===== src/rtl/imem_fetch_ctrl_if.sv =====
// Bundle of the instruction-memory port, redirect port and IF/ID handshake
// seen by the fetch sequencer (master) and its environment (slave).
interface imem_fetch_ctrl_if;
  logic [31:0] imem_addr;
  logic [31:0] imem_rdata;
  logic        redirect_valid;
  logic [31:0] redirect_pc;
  logic        id_ready;
  logic        id_valid;
  logic [31:0] id_pc;
  logic [31:0] id_instr;
  logic        halted;
  logic        fault;

  modport master (
    output imem_addr,
    input  imem_rdata,
    input  redirect_valid,
    input  redirect_pc,
    input  id_ready,
    output id_valid,
    output id_pc,
    output id_instr,
    output halted,
    output fault
  );

  modport slave (
    input  imem_addr,
    output imem_rdata,
    output redirect_valid,
    output redirect_pc,
    output id_ready,
    input  id_valid,
    input  id_pc,
    input  id_instr,
    input  halted,
    input  fault
  );
endinterface


===== src/rtl/imem_fetch_ctrl.sv =====
// Instruction-fetch sequencer: walks the fetch PC through a combinational-read
// instruction memory and queues {pc, instr} pairs for the IF/ID stage.
module imem_fetch_ctrl #(
  parameter logic [31:0] RESET_PC   = 32'h0,
  parameter int unsigned IMEM_BYTES = 84,
  parameter int unsigned QDEPTH     = 2
) (
  input  logic               clk,
  input  logic               reset,
  imem_fetch_ctrl_if.master  bus
);

  localparam int unsigned   PW      = (QDEPTH > 1) ? $clog2(QDEPTH) : 1;
  localparam int unsigned   CW      = $clog2(QDEPTH + 1);
  localparam logic [31:0]   LAST_PC = 32'(IMEM_BYTES - 4);
  localparam logic [CW-1:0] FULL    = CW'(QDEPTH);

  typedef enum logic [1:0] {
    ST_RUN   = 2'd0,
    ST_HALT  = 2'd1,
    ST_FAULT = 2'd2
  } state_t;

  state_t        state;
  state_t        state_next;
  logic [31:0]   fetch_pc;
  logic [31:0]   fetch_pc_next;
  logic [31:0]   q_pc    [QDEPTH];
  logic [31:0]   q_instr [QDEPTH];
  logic [PW-1:0] rd_ptr;
  logic [PW-1:0] wr_ptr;
  logic [CW-1:0] count;
  logic          pop;
  logic          push;
  logic          flush;
  logic          halted_q;
  logic          fault_q;

  // A head entry leaves only when the IF/ID stage takes it.
  assign pop = (count != {CW{1'b0}}) && bus.id_ready;

  // Next-state and fetch decision; a redirect outranks everything outside FAULT.
  always_comb begin
    state_next    = state;
    fetch_pc_next = fetch_pc;
    push          = 1'b0;
    flush         = 1'b0;
    if (bus.redirect_valid && (state != ST_FAULT)) begin
      flush = 1'b1;
      if (bus.redirect_pc[1:0] != 2'b00) begin
        state_next = ST_FAULT;
      end else begin
        fetch_pc_next = bus.redirect_pc;
        state_next    = ST_RUN;
      end
    end else if (state == ST_RUN) begin
      if (fetch_pc > LAST_PC) begin
        // Only reachable after a redirect past the end of memory.
        state_next = ST_HALT;
      end else if ((count != FULL) || pop) begin
        push = 1'b1;
        if (fetch_pc == LAST_PC) begin
          state_next = ST_HALT;
        end else begin
          fetch_pc_next = fetch_pc + 32'd4;
        end
      end else begin
        fetch_pc_next = fetch_pc;
      end
    end else begin
      state_next = state;
    end
  end

  // State, fetch PC and registered status flags.
  always_ff @(posedge clk or posedge reset) begin
    if (reset) begin
      state    <= ST_RUN;
      fetch_pc <= RESET_PC;
      halted_q <= 1'b0;
      fault_q  <= 1'b0;
    end else begin
      state    <= state_next;
      fetch_pc <= fetch_pc_next;
      halted_q <= (state_next == ST_HALT);
      fault_q  <= (state_next == ST_FAULT);
    end
  end

  // Fetch queue: circular buffer whose pointers wrap naturally at QDEPTH.
  always_ff @(posedge clk or posedge reset) begin
    if (reset) begin
      rd_ptr <= {PW{1'b0}};
      wr_ptr <= {PW{1'b0}};
      count  <= {CW{1'b0}};
      for (int i = 0; i < QDEPTH; i++) begin
        q_pc[i]    <= 32'h0;
        q_instr[i] <= 32'h0;
      end
    end else if (flush) begin
      rd_ptr <= {PW{1'b0}};
      wr_ptr <= {PW{1'b0}};
      count  <= {CW{1'b0}};
    end else begin
      if (push) begin
        q_pc[wr_ptr]    <= fetch_pc;
        q_instr[wr_ptr] <= bus.imem_rdata;
        wr_ptr          <= wr_ptr + {{(PW-1){1'b0}}, 1'b1};
      end
      if (pop) begin
        rd_ptr <= rd_ptr + {{(PW-1){1'b0}}, 1'b1};
      end
      case ({push, pop})
        2'b10:   count <= count + {{(CW-1){1'b0}}, 1'b1};
        2'b01:   count <= count - {{(CW-1){1'b0}}, 1'b1};
        default: count <= count;
      endcase
    end
  end

  assign bus.imem_addr = fetch_pc;
  assign bus.id_valid  = (count != {CW{1'b0}});
  assign bus.id_pc     = q_pc[rd_ptr];
  assign bus.id_instr  = q_instr[rd_ptr];
  assign bus.halted    = halted_q;
  assign bus.fault     = fault_q;

endmodule


===== src/flat_wrapper.sv =====
// flat-port wrapper written by rule: the top's interface ports become plain ports
module imem_fetch_ctrl_flat 
#(
  parameter logic [31:0] RESET_PC   = 32'h0,
  parameter int unsigned IMEM_BYTES = 84,
  parameter int unsigned QDEPTH     = 2
)
  (clk, reset, bus_imem_addr, bus_imem_rdata, bus_redirect_valid, bus_redirect_pc, bus_id_ready, bus_id_valid, bus_id_pc, bus_id_instr, bus_halted, bus_fault);
  imem_fetch_ctrl_if bus_i ();
  input  logic clk;
  input  logic reset;
  output wire logic [$bits(bus_i.imem_addr)-1:0] bus_imem_addr;
  input wire logic [$bits(bus_i.imem_rdata)-1:0] bus_imem_rdata;
  input wire logic [$bits(bus_i.redirect_valid)-1:0] bus_redirect_valid;
  input wire logic [$bits(bus_i.redirect_pc)-1:0] bus_redirect_pc;
  input wire logic [$bits(bus_i.id_ready)-1:0] bus_id_ready;
  output wire logic [$bits(bus_i.id_valid)-1:0] bus_id_valid;
  output wire logic [$bits(bus_i.id_pc)-1:0] bus_id_pc;
  output wire logic [$bits(bus_i.id_instr)-1:0] bus_id_instr;
  output wire logic [$bits(bus_i.halted)-1:0] bus_halted;
  output wire logic [$bits(bus_i.fault)-1:0] bus_fault;
  assign bus_imem_addr = bus_i.imem_addr;
  assign bus_i.imem_rdata = bus_imem_rdata;
  assign bus_i.redirect_valid = bus_redirect_valid;
  assign bus_i.redirect_pc = bus_redirect_pc;
  assign bus_i.id_ready = bus_id_ready;
  assign bus_id_valid = bus_i.id_valid;
  assign bus_id_pc = bus_i.id_pc;
  assign bus_id_instr = bus_i.id_instr;
  assign bus_halted = bus_i.halted;
  assign bus_fault = bus_i.fault;
  imem_fetch_ctrl #(.RESET_PC(RESET_PC), .IMEM_BYTES(IMEM_BYTES), .QDEPTH(QDEPTH)) u_core (.clk(clk), .reset(reset), .bus(bus_i));
endmodule

===== config.mk =====
export PLATFORM = sky130hd
export DESIGN_NAME = imem_fetch_ctrl_flat
export DESIGN_NICKNAME = d
export VERILOG_FILES = /design/src/rtl/imem_fetch_ctrl_if.sv /design/src/rtl/imem_fetch_ctrl.sv /design/src/flat_wrapper.sv
export SDC_FILE = /design/constraint.sdc
export NUM_CORES = 1
export LEC_CHECK = 0
export ABC_CLOCK_PERIOD_IN_PS = 6150
export CAP_MARGIN = 20
export CELL_PAD_IN_SITES_DETAIL_PLACEMENT = 0
export CELL_PAD_IN_SITES_GLOBAL_PLACEMENT = 1
export CORE_MARGIN = 2
export CORE_UTILIZATION = 30
export DETAILED_ROUTE_END_ITERATION = 16
export GPL_ROUTABILITY_DRIVEN = 0
export PLACE_DENSITY = 0.71
export SLEW_MARGIN = 5
export SYNTH_ARGS = -nofsm -noshare
export SYNTH_HDL_FRONTEND = slang
export SYNTH_SLANG_ARGS = --single-unit

===== constraint.sdc =====
create_clock -name clk -period 6.15 [get_ports clk]
set_input_delay 0.615 -clock clk [delete_from_list [all_inputs] [get_ports clk]]
set_output_delay 0.615 -clock clk [all_outputs]
set_load 0.01 [all_outputs]

# --- Word level (Yosys, flattened, before mapping) ---
# Index checks and enable logic that the tools add are counted.
op_classes:
  n_mul: 0
  shift: 0
  eq_ne: 10
  div: 0
  add_sub_neg: 5
  n_bitwise: 3
  mux: 33
  n_reduce_logical: 14
  n_lt_le_gt_ge: 4
ops:
  columns: ["op", "count"]
  rows:
  - ["$mux W32", 13]
  - ["$bwmux W64", 2]
  - ["$add A32 B3 Y32 const B", 1]
  - ["$demux W32 S1", 1]
  - ["$eq A32 B7 Y1 const B", 1]
  - ["$gt A32 B7 Y1 const B", 1]
  - ["$mux W2", 7]
  - ["$reduce_bool A2 Y1", 6]
  - ["$mux W1", 9]
  - ["$ne A2 B2 Y1 const B", 3]
  - ["$reduce_and A5 Y1", 1]
  - ["$eq A2 B1 Y1 const B", 2]
  - ["$eq A2 B2 Y1 const B", 2]
  - ["$ge A2 B2 Y1 const B", 2]
  - ["$ne A2 B1 Y1 const B", 2]
  - ["$not A1 Y2", 2]
  - ["$pmux W2 S2", 1]
  - ["$logic_and A1 B1 Y1", 3]
  - ["$reduce_bool A3 Y1", 1]
  - ["$add A1 B1 Y1 const B", 2]
  - ["$add A2 B1 Y2 const B", 1]
  - ["$logic_not A2 Y1", 1]
  - ["$lt A2 B1 Y1 const B", 1]
  - ["$reduce_and A2 Y1", 1]
  - ["3 further kinds", 3]
totals:
  output_inout_bits: 99
  ramBits: 0
  in_bits: 68
  elab_cells: 80
  register_bits: 168
  rom_bits: 0
  n_memories: 0
  latchBits: 0

# --- Logic depth before layout (Yosys ltp) ---
# Gate-level depths: netlist of the first run.
depth:
  ltp_word: 10
  depth_mapped: 10
  depth_no_buf: 10

# --- Least setup slack after synthesis of the first run ---
# No wires, ideal clock.
synth_path:
  path_kind: "register -> register"
  startpoint: "register u_core.fetch_pc[2], in the netlist u_core.bus.imem_addr[2]"
  endpoint: "register u_core.count[1]"
  arrival_time_ns: 2.329
  setup_time_ns: 0.078
  stages_incl_launch_ff: 10
  period_less_slack_ns: 2.408
  path_buffers: 0
  setup_slack_ns: 3.742
  path_cell_list: "dfrtp_1 -> inv_1 -> ha_1 -> and4bb_1 -> nand3_2 -> a211oi_4 -> nand3_2 -> ha_1 -> or3_1 -> a21oi_1"
synth_via:
  elab_chain_len: 7
synth_lines:
  columns: ["element", "line_no", "rtl"]
  rows:
  - ["start, declared", "imem_fetch_ctrl.sv:26", "logic [31:0] fetch_pc;"]
  - ["start signal, assigned", "imem_fetch_ctrl.sv:84", "fetch_pc <= fetch_pc_next;"]
  - ["$gt A32 B7 Y1 *", "imem_fetch_ctrl.sv:57", "if (fetch_pc > LAST_PC) begin"]
  - ["$mux W1 *", "imem_fetch_ctrl.sv:57", null]
  - ["$mux W1 *", "imem_fetch_ctrl.sv:56", "end else if (state == ST_RUN) begin"]
  - ["$mux W1 *", "imem_fetch_ctrl.sv:48", "if (bus.redirect_valid && (state != ST_FAULT)) begin"]
  - ["$eq A2 B1 Y1 / $eq A2 B2 Y1 (equally long branches)", "imem_fetch_ctrl.sv:113", "case ({push, pop})"]
  - ["$pmux W2 S2", "imem_fetch_ctrl.sv:113", null]
  - ["$mux W2", "imem_fetch_ctrl.sv:100", "end else if (flush) begin"]
  - ["end signal, assigned", "imem_fetch_ctrl.sv:103", "count <= {CW{1'b0}};"]
  - ["end signal, assigned", "imem_fetch_ctrl.sv:114", "2'b10: count <= count + {{(CW-1){1'b0}}, 1'b1};"]
  - ["end signal, assigned", "imem_fetch_ctrl.sv:115", "2'b01: count <= count - {{(CW-1){1'b0}}, 1'b1};"]
  - ["end, declared", "imem_fetch_ctrl.sv:32", "logic [CW-1:0] count;"]
# Mark *: on every way between the ends. The rest lies on a longest branch, timed or not.
# A chain may end at the register's enable or synchronous reset.

# --- Worst setup path in the final report of the first run ---
layout_path:
  startpoint: "register u_core.rd_ptr"
  endpoint: "output port bus_id_pc[6]"
layout_via:
  elab_chain_len: 4
layout_lines:
  columns: ["element", "line_no", "rtl"]
  rows:
  - ["start, declared", "imem_fetch_ctrl.sv:30", "logic [PW-1:0] rd_ptr;"]
  - ["start signal, assigned", "imem_fetch_ctrl.sv:93", "rd_ptr <= {PW{1'b0}};"]
  - ["start signal, assigned", "imem_fetch_ctrl.sv:101", "rd_ptr <= {PW{1'b0}};"]
  - ["start signal, assigned", "imem_fetch_ctrl.sv:111", "rd_ptr <= rd_ptr + {{(PW-1){1'b0}}, 1'b1};"]
  - ["$not A1 Y2 (implied by the code)", "imem_fetch_ctrl.sv:123", "assign bus.id_pc = q_pc[rd_ptr];"]
  - ["$mux W32 (implied by the code) (3 in series)", "imem_fetch_ctrl.sv:123", null]
  - ["end, declared", "flat_wrapper.sv:18", "output wire logic [$bits(bus_i.id_pc)-1:0] bus_id_pc;"]
# Every way passes these cells. The select of a mux whose other input is x is not followed.

==> flow_metrics.py, run 1 <==
metrics = {
    "route": {
        "drc": 0,
        "dr.pass1.iters": 4,
        "num_vias": 4834,
        "avgViaCountPerCell": 4.61,
        "drt_iter0_markers": 262,
        "final_antenna_net_count": 0,
        "wirelength_um": 17500,
        "wl_per_cell_um": 16.7,
    },
    "clocking": {
        "cts_hold_buffers": 0,
        "post_cts_resize_count": 0,
        "root_buffer": "clkbuf_16",
        "clk_pin_slew_ps": 70,
        "insertion_delay_ps": 420,
        "h-tree-depth": 4,
        "cts_buffer_depth": 2,
        "tritoncts": "done",
        "cts_buffers": 17,
        "post_cts_buffers": 0,
        "cts_sinks": 168,
    },
    "power": {
        "switching_share_pct": 26.6,
        "p_sw_mw": 0.741,
        "power_mw": 2.79,
        "seqPwrFrac_pct": 44.3,
        "clockPowerShare_pct": 41.1,
        "vdd_drop_max_mv": 0.122,
        "powerDensity_mw_per_mm2": 281,
        "power_frac_comb_pct": 14.6,
        "p_int_mw": 2.05,
        "leakage_nw": 4.63,
    },
    "worst_setup_path": {
        "path_class": "reg2out",
        "required_ps": 5530,
        "cp_max_fo": 45,
        "arrival_ps": 2740,
        "worst_setup_path_end_kind": "output port",
        "cp-start-kind": "register",
    },
    "timing": {
        "fmax_mhz": 298,
        "finalSetupViolCount": 0,
        "worst_slew_pin_slew_ps": 921,
        "rsz0062_at_grt": "no",
        "period_minus_slack_ps": 3350,
        "finalHoldViolations": 0,
        "clock_skew_ps": 13.6,
        "setup_tns_ps": 0,
        "relSlewSlack_pct": 38.6,
        "slew_violations": 0,
        "finalCritPeriodShare_pct": 54.5,
    },
    "yosys": {
        "ys_warn_count": 0,
        "syn_inst": 549,
        "ys_ff_latch": 168,
        "ys_types": 46,
        "ys_seq_area_share_pct": 57.4,
        "synth_ff_type": "dfrtp_1",
        "synth-edff-count": 0,
        "syn_area_sq_mm": 0.00732,
        "syn_nets": 620,
        "async_flop_share_pct": 100,
        "avgSynthCellArea_sq_um": 13.3,
    },
    "floorplan": {
        "placementRows": 57,
        "ios": 167,
        "chipWidth_um": 160,
        "dieArea_sq_mm": 0.0257,
        "start_util_pct": 30.4,
        "chipHeight_um": 160,
        "design.core.area_sq_mm": 0.0241,
    },
    "layout": {
        "drive_gt1_share_pct": 23.0,
        "area_growth_pct": 35.5,
        "nFillCells": 2310,
        "n_antenna_cell": 0,
        "fin_nets": 783,
        "stdcell_count": 1049,
    },
    "placement": {
        "port_buffers": 166,
        "hpwl_um": 11400,
        "dp.cells": 1017,
    },
    "flow_run": {
        "drv_cap": 0,
    },
    "global_route": {
        "grt_pass1_wl_um": 28500,
        "grt_max_degree": 67,
        "grt_use_total_pct": 13.9,
        "grt_pass1_vias": 5127,
        "grt_antenna_before_repair": 0,
        "overflow": 0,
    },
    "min_path": {
        "hold_path.class": "reg2reg",
    },
    "outcome": {
        "status": "finished, final reports clean",
    },
}
[power groups by stage]
stage | clock (mW) | sequential (mW) | combinational (mW)
2_1_floorplan | 0 | 1.23 | 0.237
3_3_place_gp | 0 | 1.25 | 0.418
3_5_place_dp | 0 | 1.26 | 0.412
4_1_cts | 1.19 | 1.24 | 0.417
5_1_grt | 1.23 | 1.25 | 0.446
6_report | 1.15 | 1.24 | 0.407
[cells in the mapped netlist, types with 7 or more instances]
master / count / share of area (%)
a21oi_1: 17 / 1.2
a22o_1: 10 / 1.2
and2_1: 30 / 2.6
clkbuf_1: 16 / 0.82
dfrtp_1: 168 / 57
mux2_1: 23 / 3.5
mux2_2: 98 / 15
mux2_4: 20 / 4.1
nand2_1: 11 / 0.56
nand4_1: 7 / 0.60
nor2_1: 22 / 1.1
nor2b_1: 25 / 2.1
nor4_1: 7 / 0.60
o21ai_0: 18 / 1.2
or3_1: 7 / 0.60
[cell families (layout without fill, tap and decap cells)]
family | Yosys count | after routing | synth area share [%]
xor gates and xnor gates | 3 | 3 | 0.359
DFF | 168 | 168 | 57.4
adders and majority gates | 3 | 3 | 0.513
buffers and inverters | 34 | 210 | 2.48
and+or+nand+nor | 133 | 133 | 10.6
AOI/OAI and AO/OA | 66 | 66 | 5.81
muxes | 142 | 142 | 22.9
[registers in the layout, summed over array words and instances, names as in the netlist]
name                  count
u_core.q_pc              64
u_core.q_instr           64
u_core.count              2
u_core.bus.imem_addr     32
u_core.bus.fault          1
u_core.wr_ptr             1
u_core.state              2
u_core.rd_ptr             1
u_core.bus.halted         1
[stage by stage]
stage	setup slack, ps	util (%)	hold slack, ps	area [sq um]
3_3_place_gp	2940	38.5	464	9290
4_1_cts	2720	41.2	485	9920
3_5_place_dp	2890	38.5	465	9290
2_1_floorplan	988	-	444	7320
6_report	2800	41.2	480	9920
5_1_grt	2650	41.2	500	9920
[worst paths after layout]
path | startpoint | endpoint | slack [ps] | depth (start not counted)
setup / recovery | u_core.rd_ptr | bus_id_pc[6] | 2800 | 3
hold / removal | u_core.q_pc[22] | u_core.q_pc[22] | 480 | 1
setup reg to reg | u_core.bus.imem_addr[2] | u_core.q_instr[43] | 2930 | 9
hold reg to reg | u_core.q_pc[22] | u_core.q_pc[22] | 480 | 1
max in group asynchronous | reset | u_core.rd_ptr | 4280 | 3
min in group asynchronous | reset | u_core.q_pc[16] | 600 | 2
[layout by cell type (no fill, tap or decap), types with 5 or more instances in the layout]
master           count
and2_1              30
mux2_1              23
mux2_4              20
nor2_1              22
clkbuf_16           17
a22o_1              10
a31oi_1              5
nand4_1              7
nor4_1               7
inv_6                8
o21ai_0             18
nand3_1              6
nor2b_1             25
o22ai_1              6
buf_4                7
clkdlybuf4s50_1    166
nand2_1             11
dfrtp_1            167
mux2_2              98
a21oi_1             17
or3_1                7
[metal layers]
layer | vias up | part of all wire [%] | track usage [%]
li1 | 2276 | - | -
met1 | 2405 | 47 | 18.4
met2 | 138 | 46 | 22.1
met3 | 15 | 5.9 | 4.55
met4 | 0 | 1.0 | 3.64
met5 | - | 0 | 0
[area by class of cell]
type,instances,area (sq um),area share [%]
clock buffers,19,453,4.57
clock inverters,13,179,1.80
inverters,5,23.8,0.240
multi-input cells,347,2940,29.6
flip-flops and latches,168,4210,42.4
well taps,324,405,4.09
repair buffers,173,1710,17.3
[critical path, cell delays in order, from the launching register on]
cell             delay (ps)
dfrtp_2                 680
buf_4                   630
mux2_2                  410
clkdlybuf4s50_1         550
Power figures use the tool's default switching activity.
==> run 2: changes to the inputs <==
ABC_CLOCK_PERIOD_IN_PS = 2700   (was 6150)
PLACE_DENSITY = 0.74   (was 0.71)
clock period = 2.7 ns   (was 6.15 ns; I/O delays follow)
==> run 2 against run 1 <==
Against the previous run:
- register-to-register slack got worse by 2600 ps
- setup slack worse by 2600 ps
- first-iteration DRC count decreased by 13%
- power rose by 130%
- clock skew decreased by 2.2 ps
- clock-buffer cell count is 3 higher
- sequential power increased by 130%
- largest cell class unchanged
- sequential cell count stayed put
- largest power group unchanged
- sequential share of layout area shrank 0.82 points
- cell area rose by 2.0%
- combinational power grew to 2.6 times the previous value
==> flow_metrics.py, run 2 (synthesis gave the netlist of run 1 again) <==
metrics = {
    "outcome": {
        "status": "finished, final reports clean",
    },
    "placement": {
        "hpwl_um": 11600,
        "pre_cts_ws_ps": 306,
        "place_area_sq_mm": 0.00947,
        "port_buffers": 166,
    },
    "timing": {
        "finalCritPeriodShare_pct": 91.5,
        "rsz0062_at_grt": "no",
        "finalHoldViolations": 0,
        "period_minus_slack_ps": 2470,
        "relSlewSlack_pct": 60.0,
        "finalSetupViolCount": 0,
        "finalWorstSetupSlack_ps": 229,
        "setup_tns_ps": 0,
        "slew_violations": 0,
        "worst_slew_pin_slew_ps": 598,
        "hold_ws_ps": 268,
        "fmax_mhz": 405,
        "clock_skew_ps": 11.4,
    },
    "global_route": {
        "grt_antenna_before_repair": 0,
        "grt_pass1_vias": 5374,
        "grt_max_degree": 76,
        "grt_pass1_wl_um": 29000,
        "grt_use_total_pct": 14.2,
        "overflow": 0,
    },
    "route": {
        "wl_per_cell_um": 16.5,
        "wirelength_um": 17600,
        "dr.pass1.iters": 4,
        "final_antenna_net_count": 0,
        "avgViaCountPerCell": 4.64,
        "drt_iter0_markers": 228,
        "drc": 0,
        "num_vias": 4929,
    },
    "worst_setup_path": {
        "crit_chain": "buf_12 > mux2_2 > clkdlybuf4s50_1",
        "cp-start-kind": "register",
        "arrival_ps": 2200,
        "required_ps": 2430,
        "path_class": "reg2out",
        "cp_max_fo": 26,
        "worst_setup_path_end_kind": "output port",
        "crit_path_top_delay_cell": "dfrtp_2",
        "cpPeakStageDelay_ps": 650,
    },
    "layout": {
        "regArea_sq_mm": 0.00421,
        "final_cell_mix": "dfrtp_1, clkdlybuf4s50_1, mux2_2, and2_1, nor2b_1",
        "drive_gt1_share_pct": 24.4,
        "final_area_sq_mm": 0.0101,
        "fin_nets": 797,
        "n_antenna_cell": 0,
        "multiInputGateArea_sq_mm": 0.00294,
        "nFillCells": 2301,
        "layout_commonest_cell": "dfrtp_1",
        "area_growth_pct": 38.2,
    },
    "floorplan": {
        "ios": 167,
        "placementRows": 57,
        "design.core.area_sq_mm": 0.0241,
        "start_util_pct": 30.4,
        "chipHeight_um": 160,
        "dieArea_sq_mm": 0.0257,
        "chipWidth_um": 160,
    },
    "clocking": {
        "cts_buffers": 17,
        "cts_hold_buffers": 0,
        "insertion_delay_ps": 420,
        "post_cts_buffers": 0,
        "cts_sinks": 168,
        "root_buffer": "clkbuf_16",
        "clk_pin_slew_ps": 70,
        "cts_buffer_depth": 2,
        "tritoncts": "done",
        "h-tree-depth": 4,
        "post_cts_resize_count": 0,
    },
    "flow_run": {
        "drv_cap": 0,
    },
    "power": {
        "switching_share_pct": 25.4,
        "clockPowerShare_pct": 41.1,
        "p_int_mw": 4.85,
        "p_sw_mw": 1.66,
        "powerDensity_mw_per_mm2": 643,
        "power_frac_comb_pct": 16.1,
        "vdd_drop_max_mv": 0.342,
        "seqPwrFrac_pct": 42.8,
        "leakage_nw": 4.72,
    },
    "min_path": {
        "hold_path.class": "in2async",
    },
}
==> run 2: cell count changes in the layout (fill, tap and decap cells not counted), sizes merged <==
cell / change
buf: +14
inv: -8
clkbuf: +3
clkinvlp: +3
bufinv: +1
clkinv: +1
==> run 2: cell type report <==
type / instances / area share [%]
flip-flops and latches: 168 / 41.6
well taps: 324 / 4.01
multi-input cells: 347 / 29.1
clock inverters: 10 / 1.63
repair buffers: 187 / 18.7
clock buffers: 22 / 4.79
inverters: 5 / 0.223
==> run 2: final timing paths <==
kind	to	slack, ps	start	cells past startpoint
worst min register to register	u_core.q_pc[29]	480	u_core.q_pc[29]	1
max in group asynchronous	u_core.q_pc[14]	1640	reset	3
worst max register to register	u_core.count[1]	310	u_core.bus.imem_addr[19]	7
worst min-delay path	u_core.bus.imem_addr[25]	270	reset	2
worst max-delay path	bus_id_pc[3]	230	u_core.rd_ptr	3
min in group clk	u_core.bus.imem_addr[30]	460	bus_redirect_pc[30]	2
==> run 2: critical path, delay by kind of cell (launching register included) <==
kind,cells,cell delay [ps]
flip-flops,1,650
buffers and inverters,2,760
multiplexers,1,370
==> run 2: power groups by stage <==
stage               Clock, mW  Combinational [mW]  Sequential [mW]
CTS                      2.75                1.07             2.79
global placement            0                1.07             2.84
global route             2.85                1.14             2.81
floorplan                   0               0.540             2.81
detailed placement          0                1.07             2.84
finish                   2.67                1.05             2.79
==> run 2: through the flow <==
stage,utilization (%),std cells,total power [mW]
finish,42.0,1063,6.51
global route,42.0,1063,6.80
CTS,42.0,1063,6.61
detailed placement,39.3,1031,3.90
global placement,39.3,1031,3.90
floorplan,-,549,3.35
==> run 2: routing by layer <==
metal / up-vias / GRT usage (%) / wire length [um]
met5: - / 0 / 0
met3: 16 / 4.23 / 899
met4: 0 / 3.60 / 207
met2: 122 / 22.6 / 8090
li1: 2308 / - / -
met1: 2483 / 18.9 / 8380
==> run 3: changes to the inputs <==
PLACE_DENSITY = default   (was 0.74)
PLACE_DENSITY_LB_ADDON = 0.25   (was default)
==> run 3 against run 2 <==
Against the previous run:
- cell area barely moved
- die area did not move
- critical path depth did not move
- fmax fell by 1.0%
- via count rose by 2.8%
- final cell count rose by 0.38%
- clock-buffer cell count did not move
- combinational power barely moved
- wire length rose by 4.1%
- clock skew rose by 4.6 ps
- highest routed layer unchanged
==> flow_metrics.py, run 3 (synthesis gave the netlist of run 1 again) <==
metrics = {
    "floorplan": {
        "design.core.area_sq_mm": 0.0241,
        "dieArea_sq_mm": 0.0257,
        "chipHeight_um": 160,
        "chipWidth_um": 160,
        "start_util_pct": 30.4,
        "placementRows": 57,
        "ios": 167,
    },
    "timing": {
        "worst_slew_pin_slew_ps": 722,
        "finalHoldViolations": 0,
        "finalWorstSetupSlack_ps": 203,
        "slew_violations": 0,
        "clock_skew_ps": 16.0,
        "finalSetupViolCount": 0,
        "setup_tns_ps": 0,
        "relSlewSlack_pct": 51.8,
        "fmax_mhz": 401,
        "rsz0062_at_grt": "no",
        "period_minus_slack_ps": 2500,
        "finalCritPeriodShare_pct": 92.5,
    },
    "flow_run": {
        "drv_cap": 0,
    },
    "layout": {
        "area_growth_pct": 38.1,
        "final_cell_mix": "dfrtp_1, clkdlybuf4s50_1, mux2_2, and2_1, nor2b_1",
        "drive_gt1_share_pct": 24.9,
        "n_antenna_cell": 0,
        "finalCoreUtilization_pct": 41.9,
        "layout_commonest_cell": "dfrtp_1",
        "fin_nets": 801,
    },
    "clocking": {
        "insertion_delay_ps": 420,
        "tritoncts": "done",
        "cts_sinks": 168,
        "clk_pin_slew_ps": 70,
        "h-tree-depth": 4,
        "cts_buffers": 17,
        "cts_buffer_depth": 2,
        "root_buffer": "clkbuf_16",
    },
    "worst_setup_path": {
        "cp_max_fo": 27,
        "path_class": "reg2out",
        "worst_setup_path_end_kind": "output port",
        "arrival_ps": 2230,
        "r2r_slack_ps": 220,
        "cp-start-kind": "register",
        "required_ps": 2430,
    },
    "power": {
        "powerDensity_mw_per_mm2": 632,
        "power_mw": 6.39,
        "leakage_nw": 4.72,
        "vdd_drop_max_mv": 0.447,
    },
    "route": {
        "m1WireLength_um": 8540,
        "final_antenna_net_count": 0,
        "met2_length_um": 8600,
        "wl_per_cell_um": 17.2,
        "drc": 0,
        "highest_layer": "met4",
        "met3_length_um": 1020,
        "drt_iter0_markers": 267,
        "dr.pass1.iters": 5,
        "avgViaCountPerCell": 4.75,
        "wirelength_um": 18300,
        "num_vias": 5065,
    },
    "placement": {
        "port_buffers": 166,
        "pre_cts_ws_ps": 95.1,
        "hpwl_um": 12100,
    },
    "global_route": {
        "overflow": 0,
        "grt_pass1_vias": 5552,
        "grt_max_degree": 129,
        "grt_pass1_wl_um": 30000,
        "grt_use_total_pct": 14.7,
        "grt_antenna_before_repair": 0,
    },
    "min_path": {
        "hold_path.class": "in2async",
    },
    "outcome": {
        "status": "finished, final reports clean",
    },
}
-- run 3: changes by cell type in the layout (fill, tap and decap cells not counted), sizes merged --
cell,previous run,this run
clkinvlp,4,3
bufinv,4,3
buf,21,25
clkinv,2,3
inv,5,6
-- run 3: per-layer routing --
metal	up-vias	GRT usage, %
li1	2319	-
met1	2579	19.5
met2	155	24.0
met3	12	4.23
met4	0	3.03
met5	-	0
-- run 3: where the power goes --
| group | switching, mW | internal (mW) | total (mW) |
|---|---|---|---|
| sequential | 0.169 | 2.62 | 2.79 |
| combinational | 0.482 | 0.595 | 1.08 |
| clock | 1.01 | 1.51 | 2.52 |
-- run 3: layout make-up --
class                      instances  area [sq um]
timing repair buffer             191          1910
inverter                           5          22.5
clock inverter                    10           141
sequential                       168          4210
fill                            2286         14000
tap                              324           405
clock buffer                      22           464
multi-input combinational        347          2960
-- run 3: through the flow --
step,std cells,hold WS [ps],area [sq um]
finish,1067,380,10100
global route,1067,422,10100
CTS,1065,402,10100
detailed placement,1033,467,9470
global placement,1033,463,9470
floorplan,549,336,7320
-- run 3: repair_timing --
item                       in CTS  in global routing
hold buffers                    0                  0
setup buffers                   0                  2
gates resized for setup         0                  3
setup endpoints to repair       0                 24
-- run 3: final timing paths --
path | startpoint | end | cells after the start
max in group asynchronous | reset | u_core.rd_ptr | 3
min reg2reg | u_core.q_pc[22] | u_core.q_pc[22] | 1
max reg2reg | u_core.bus.imem_addr[21] | u_core.count[1] | 8
min in group clk | bus_redirect_pc[30] | u_core.bus.imem_addr[30] | 2
min | reset | u_core.q_instr[60] | 3
max | u_core.rd_ptr | bus_id_pc[3] | 3
-- run 3: critical path: stages, from the launching register on --
cell,delay (ps)
dfrtp_2,670
buf_12,270
mux2_2,360
clkdlybuf4s50_1,510
